`src/rtl/fetch_pkg.sv`:
```
// Shared fetch-stage constants: default bus widths, FSM state encoding and prefetch depth.
package fetch_pkg;

  localparam int FETCH_WIDTH     = 16;
  localparam int FETCH_ADDR_BITS = 6;
  localparam int FB_DEPTH        = 2;

  typedef enum logic {
    ST_IDLE = 1'b0,
    ST_RUN  = 1'b1
  } fetch_state_t;

endpackage

```
`src/rtl/fetch_buffer.sv`:
```
// Small synchronous FIFO holding prefetched {instr, pc} entries; registered head, 1-cycle write-to-head.
// Caller never pushes when full without a same-cycle pop; flush clears everything and overrides push/pop.
module fetch_buffer #(
  parameter  int DW    = 22,
  parameter  int DEPTH = 2,
  localparam int PW    = (DEPTH > 1) ? $clog2(DEPTH) : 1,
  localparam int CW    = $clog2(DEPTH + 1)
) (
  input  logic          clk,
  input  logic          rst_n,
  input  logic          push,
  input  logic          pop,
  input  logic          flush,
  input  logic [DW-1:0] push_dat,
  output logic [DW-1:0] head_dat,
  output logic [CW-1:0] count
);

  localparam logic [PW-1:0] LAST = PW'(DEPTH - 1);

  logic [DW-1:0] mem [DEPTH];
  logic [PW-1:0] rd_ptr;
  logic [PW-1:0] wr_ptr;

  always_ff @(posedge clk or negedge rst_n) begin
    if (!rst_n) begin
      for (int i = 0; i < DEPTH; i++) mem[i] <= '0;
      rd_ptr <= '0;
      wr_ptr <= '0;
      count  <= '0;
    end else if (flush) begin
      rd_ptr <= '0;
      wr_ptr <= '0;
      count  <= '0;
    end else begin
      if (push) begin
        mem[wr_ptr] <= push_dat;
        wr_ptr      <= (wr_ptr == LAST) ? '0 : wr_ptr + PW'(1);
      end
      if (pop) begin
        rd_ptr <= (rd_ptr == LAST) ? '0 : rd_ptr + PW'(1);
      end
      case ({push, pop})
        2'b10:   count <= count + CW'(1);
        2'b01:   count <= count - CW'(1);
        default: count <= count;
      endcase
    end
  end

  assign head_dat = mem[rd_ptr];

endmodule

```
`src/rtl/fetch_unit.sv`:
```
// Instruction fetch: owns the PC, addresses imem and queues {word, pc} for decode; word at T shows at T+1.
// Stalls the PC while the prefetch buffer is full and not popped; a redirect flushes and reloads the PC.
module fetch_unit
  import fetch_pkg::*;
#(
  parameter int                   WIDTH     = FETCH_WIDTH,
  parameter int                   ADDR_BITS = FETCH_ADDR_BITS,
  parameter logic [ADDR_BITS-1:0] RESET_PC  = '0
) (
  input  logic                 clk,
  input  logic                 rst_n,
  input  logic                 en,
  output logic [ADDR_BITS-1:0] imem_adr,
  input  logic [WIDTH-1:0]     imem_data,
  input  logic                 redirect_valid,
  input  logic [ADDR_BITS-1:0] redirect_pc,
  output logic                 instr_valid,
  output logic [WIDTH-1:0]     instr,
  output logic [ADDR_BITS-1:0] instr_pc,
  input  logic                 instr_ready
);

  localparam int EW = WIDTH + ADDR_BITS;
  localparam int CW = $clog2(FB_DEPTH + 1);
  localparam logic [CW-1:0] FULL = CW'(FB_DEPTH);

  fetch_state_t         state_q;
  fetch_state_t         state_d;
  logic [ADDR_BITS-1:0] pc_q;
  logic [CW-1:0]        count;
  logic [EW-1:0]        head_dat;
  logic                 push;
  logic                 pop;

  always_ff @(posedge clk or negedge rst_n) begin
    if (!rst_n) begin
      state_q <= ST_IDLE;
      pc_q    <= RESET_PC;
    end else begin
      state_q <= state_d;
      if (redirect_valid) pc_q <= redirect_pc;
      else if (push)      pc_q <= pc_q + ADDR_BITS'(1);
    end
  end

  // A full buffer may still accept a word when decode drains the head in the same cycle.
  always_comb begin
    state_d = state_q;
    push    = 1'b0;
    case (state_q)
      ST_IDLE: if (en) state_d = ST_RUN;
      ST_RUN: begin
        if (!en) state_d = ST_IDLE;
        push = en & ~redirect_valid & ((count < FULL) | pop);
      end
      default: state_d = ST_IDLE;
    endcase
  end

  assign pop         = instr_valid & instr_ready;
  assign instr_valid = (count != '0);
  assign instr       = head_dat[EW-1 -: WIDTH];
  assign instr_pc    = head_dat[ADDR_BITS-1:0];
  assign imem_adr    = pc_q;

  fetch_buffer #(
    .DW    (EW),
    .DEPTH (FB_DEPTH)
  ) u_fetch_buffer (
    .clk      (clk),
    .rst_n    (rst_n),
    .push     (push),
    .pop      (pop),
    .flush    (redirect_valid),
    .push_dat ({imem_data, pc_q}),
    .head_dat (head_dat),
    .count    (count)
  );

endmodule

```
`config.mk`:
```
export PLATFORM = sky130hd
export DESIGN_NAME = fetch_unit
export DESIGN_NICKNAME = d
export VERILOG_FILES = /design/src/rtl/fetch_pkg.sv /design/src/rtl/fetch_buffer.sv /design/src/rtl/fetch_unit.sv
export SDC_FILE = /design/constraint.sdc
export NUM_CORES = 1
export LEC_CHECK = 0
export ABC_CLOCK_PERIOD_IN_PS = 4520
export BUFFER_PORTS_ARGS = -buffer_cell sky130_fd_sc_hd__buf_4
export CAP_MARGIN = 0
export CORE_MARGIN = 4
export CORE_UTILIZATION = 45
export DETAILED_ROUTE_END_ITERATION = 10
export PLACE_DENSITY = 0.68
export SLEW_MARGIN = 20
export SYNTH_ARGS = -nofsm -noshare
export SYNTH_HDL_FRONTEND = slang
export SYNTH_SLANG_ARGS = --single-unit
```
`constraint.sdc`:
```
create_clock -name clk -period 4.52 [get_ports clk]
set_clock_uncertainty 0.2 [all_clocks]
set_input_delay 0.904 -clock clk [delete_from_list [all_inputs] [get_ports clk]]
set_output_delay 0.904 -clock clk [all_outputs]
set_load 0.02 [all_outputs]
```
---- Yosys cells after proc, flatten, opt, wreduce, memory -nomap -nowiden ----
Cells that the tools add are included.
cells by class
  eq/ne operators ......................... 2
  order comparisons ....................... 4
  multiplexer cells ....................... 18
  reduce and logical (&&, ||, !) cells .... 6
  bitwise gates (word level) .............. 7
  $add $sub $neg .......................... 5
operator list
  kind                 number
  $mux 22              4
  $bwmux 44            1
  $demux 22 s1         1
  $mux 6               2
  $mux 1               8
  $add 6x1->6 const B  1
  $reduce_bool 2->1    3
  $ge 2x2->1 const B   2
  $not 1->2            2
  $pmux 2 s2           1
  $and 1x1->1          3
  $reduce_bool 3->1    1
  $add 1x1->1 const B  2
  $add 2x1->2 const B  1
  $eq 2x1->1 const B   1
  $eq 2x2->1 const B   1
  $lt 2x1->1 const B   1
  $lt 2x2->1 const B   1
  $mux 2               1
  $reduce_and 2->1     1
  $sub 2x1->2 const B  1
  $logic_and 1x1->1    1
  $not 1->1            1
  $or 1x1->1           1
storage, ports and cells
  bits in registers ....................... 55

---- Logic depth before layout (Yosys ltp) ----
  word-level depth ........................ 8
  mapped depth ............................ 5
  depth with buffers taken out ............ 4

---- By module ----
From an unflattened synthesis, not the netlist that was laid out.
unflattened totals
  cell total of the unflattened synthesis .. 174
  area, all modules ....................... 2493.6 um^2
by module, submodules not included
  module        area each (um^2)  cells an instance  instances  sequential area each (um^2)
  fetch_buffer  2098.3            134                1          1201.2
  fetch_unit    395.4             40                 1          175.2

---- Least setup slack after synthesis ----
No wires, ideal clock.
  path type ............................... input to register
  start ................................... in en
  end ..................................... reg u_fetch_buffer.mem[0] (netlist bit)
  path slack .............................. 2358 ps
  library setup time ...................... 125 ps
  cell stages on the path ................. 5
  arrival ................................. 1837 ps
  cell sequence ........................... and2_1 > and4_1 > buf_6 > buf_12 > mux2_4
on the way
  word-level cells in the longest chain between the ends .. 4
ends and longest elaborated chain
  element                        RTL line            RTL
  start, declared                fetch_unit.sv:12    input logic en,
  $and 1x1->1 (2 in series)      fetch_unit.sv:54    push = en & ~redirect_valid & ((count < FULL) | pop);
  $mux 1                         fetch_unit.sv:50    case (state_q)
  $reduce_and 2->1 (no line)     --
  end signal, assigned by index  fetch_buffer.sv:37  mem[wr_ptr] <= push_dat;
  end, declared                  fetch_buffer.sv:21  logic [DW-1:0] mem [DEPTH];
No other way between the ends.
A chain may end at the register's enable or synchronous reset.

---- Worst setup path in the final report ----
  start ................................... reg u_fetch_buffer.rd_ptr
  end ..................................... out instr[15]
on the way
  word-level cells in the longest chain between the ends .. 4
ends and longest elaborated chain
  element                                      RTL line            RTL
  start, declared                              fetch_buffer.sv:22  logic [PW-1:0] rd_ptr;
  start signal, assigned                       fetch_buffer.sv:41  rd_ptr <= (rd_ptr == LAST) ? '0 : rd_ptr + PW'(1);
  $not 1->2 (not written as such)              fetch_buffer.sv:51  assign head_dat = mem[rd_ptr];
  $mux 22 (not written as such) (3 in series)  fetch_buffer.sv:51
  end, declared                                fetch_unit.sv:18    output logic [WIDTH-1:0] instr,
No other way between the ends. The select of a mux whose other input is x is not followed.

==> out/qor.yml <==
outcome: "completed"
slew_violations: 0
worst_pin_slew_ns: 1.03
drtAntennaViolNets: 0
cp_data_required_time_ns: 3.42
antenna_found_initial: 0
gp_congestion: 0.777
synth-compound-area-share: 0.0468
holdBufCountCts: 0
synth_fp_nets: 213
slowest_stage: "dfrtp_1"
first_global_vias: 1590
h-tree-depth: 2
die_x_um: 84.7
die_h_um: 84.7
clk_latency_ns: 0.31
place_hpwl_um: 3380
die_area_um2: 7170
synth_seq_cells: 55
track_usage: 0.145
path_depth: 2
rows: 27
cts.path.max_buffers: 2
holdPathEnd: "u_fetch_buffer.mem[27]$_DFFE_PN0P_"
critPathKind: "flop to output pin"
drt-wirelength-per-cell_um: 15.9
syn_inst: 185
m1WireLength_um: 2520
powerDensity_nw_per_um2: 453
cts_buffers: 5
nets: 268
worst_r2r_startpoint: "u_fetch_buffer.count[1]$_DFFE_PN0P_"
ff2ff_setup_slack_ns: 2.15
initial_utilization: 0.472
hp-start: "u_fetch_buffer.mem[27]$_DFFE_PN0P_"
avgViaCountPerCell: 5.23
drc: 0
grt_setup_unrepaired: "false"
p_leak_uw: 0.00145
syn_avg_cell_area_um2: 14.3
synthAdderAreaFrac: 0.00473
wl_met3_um: 233
worst-endpoint-arrival_ns: 1.94
hp-class: "flop to flop"
grt.overflow.total: 0
synthXorXnorAreaFrac: 0.00331
whs_path_depth: 1
fill_cells: 464
cp_max_fo: 23
path_clk_slew_ns: 0.09
hold_viol: 0
reg2regPathDepth: 4
finalPower_uw: 1450
end_kind: "output pin"
ys_seq_area_frac: 0.520
cts.sinks: 55
r2r-end: "u_fetch_buffer.mem[26]$_DFFE_PN0P_"
drt_first_pass_iters: 4
synth_top_family_by_area: "multiplexers"
worstSetupStartpointType: "flop"
startpoint: "u_fetch_buffer.rd_ptr$_DFFE_PN0P_"
max_freq_mhz: 328
drtIter0Drc: 76
synth.distinct_cells: 39
post_cts_buffers: 0
path_delay_family: "flip-flops"
syn_area_um2: 2650
routed-wl-met2_um: 2150
yosysWarnings: 0
netlist.area_leader.share: 0.520
grt_max_degree: 56
diodes: 0
synthMuxAreaShare: 0.309
wl_um: 4980
vias: 1636
max_stage_delay_ns: 1.04
crit_chain: "mux2_2, buf_4"
synth-simple-area-share: 0.0762
cts_resized: 0
drive_gt1_frac: 0.560
max-cap-violations: 0
tritoncts: "done"
min_period_over_period: 0.674
syn_to_final_growth_pct: 21.1
design.core.area_um2: 5610
highest_layer: "met4"
place_inst: 305
yosys.area.top_type: "dfrtp_1"
slew_headroom: 0.312
fin_setup_tns_ns: 0
ir_drop_mv: 0.185
final_cells: 313
synth_area_leaders: "dfrtp_1 52%, mux2_2 19%, mux2_4 11%"
cp_num_buf_inv: 1
fin_crit_ns: 3.05
finalSetupViolations: 0
pin_count: 56
portBuffers: 55
ctsRootBufferMaster: "clkbuf_8"
grt_pass1_wl_um: 8200
## state kept, by name, indices dropped and copies added (netlist names)
| name | flops |
|---|---|
| u_fetch_buffer.count | 2 |
| u_fetch_buffer.rd_ptr | 1 |
| u_fetch_buffer.wr_ptr | 1 |
| imem_adr | 6 |
| u_fetch_buffer.mem | 44 |
| state_q | 1 |
## worst reg2reg max path, cell delays in order, from the launching register on
cell and delay (ns):
dfrtp_1 0.48, nor2b_4 0.21, nor4_4 0.70, buf_4 0.33
mux2_2 0.35
## kinds of logic (layout without fill, tap and decap cells)
family | count (synthesis) | after routing
mux | 66 | 66
flops | 55 | 55
simple gates | 31 | 31
compound gates | 19 | 19
buf+inv | 12 | 68
fa+ha+maj | 1 | 1
xor+xnor | 1 | 1
## cell usage after synthesis, drive strengths merged
cell type   n
a21oi       2
a22oi       1
a311oi      1
a31oi       2
and2        1
and2b       1
and3b       1
and4        1
buf         7
clkbuf      2
dfrtp      55
ha          1
inv         3
mux2       66
nand2       7
nand2b      1
nand3       3
nand4       1
nand4b      1
nor2        4
nor2b       2
nor3        1
nor4        1
o211ai      1
o21ai       7
o311ai      4
o31ai       1
or2         2
or3         3
or4         1
xor2        1
## routing by layer
metal / vias up / GRT usage
met2: 36 / 0.201
li1: 784 / -
met3: 7 / 0.0373
met5: - / 0
met4: 0 / 0.0604
met1: 809 / 0.213
## where the power goes
group	internal (uW)	switching, uW	leakage [uW]
Clock	221	162	0.0000654
Combinational	236	169	0.000706
Sequential	596	66.0	0.000676
## layout make-up
| type | count | area [um2] | area share |
|---|---|---|---|
| multi-input cells | 118 | 1160 | 0.364 |
| clock buffers | 6 | 72.6 | 0.0227 |
| clock inverters | 2 | 60.1 | 0.0188 |
| flip-flops and latches | 55 | 1380 | 0.430 |
| well taps | 72 | 90.1 | 0.0281 |
| inverters | 3 | 11.3 | 0.00352 |
| repair buffers | 57 | 428 | 0.134 |
## worst max path at each step
| stage | endpoint | slack, ns |
|---|---|---|
| final | instr[15] | 1.47 |
| after global routing | instr[2] | 1.36 |
| after CTS | instr[15] | 1.43 |
| after detailed placement | u_fetch_buffer.mem[29]$_DFFE_PN0P_ | 1.65 |
| after global placement | u_fetch_buffer.mem[33]$_DFFE_PN0P_ | 1.68 |
| after floorplan | u_fetch_buffer.mem[0]$_DFFE_PN0P_ | 2.36 |
## stage by stage
stage / area, um2 / setup WS, ns / util / hold slack (ns)
6_report: 3200 / 1.47 / 0.571 / 0.303
5_1_grt: 3200 / 1.36 / 0.571 / 0.319
4_1_cts: 3200 / 1.43 / 0.571 / 0.304
3_5_place_dp: 3070 / 1.65 / 0.548 / 0.282
3_3_place_gp: 3070 / 1.68 / 0.548 / 0.272
2_1_floorplan: 2650 / 2.36 / - / 0.254
## layout by cell type (no fill, tap or decap), types with 2 or more instances in the layout
cell / netlist / final
a21oi_1: 2 / 2
bufinv_16: 0 / 2
inv_1: 2 / 2
nand2_1: 7 / 7
dfrtp_1: 55 / 55
a31oi_1: 2 / 2
clkbuf_8: 0 / 5
o21ai_0: 7 / 7
mux2_2: 45 / 45
o311ai_0: 3 / 3
buf_4: 0 / 57
or3_1: 3 / 3
nand3_1: 3 / 3
or2_2: 2 / 2
nor2_1: 4 / 4
mux2_4: 20 / 20
(Power assumes the default switching activity.)
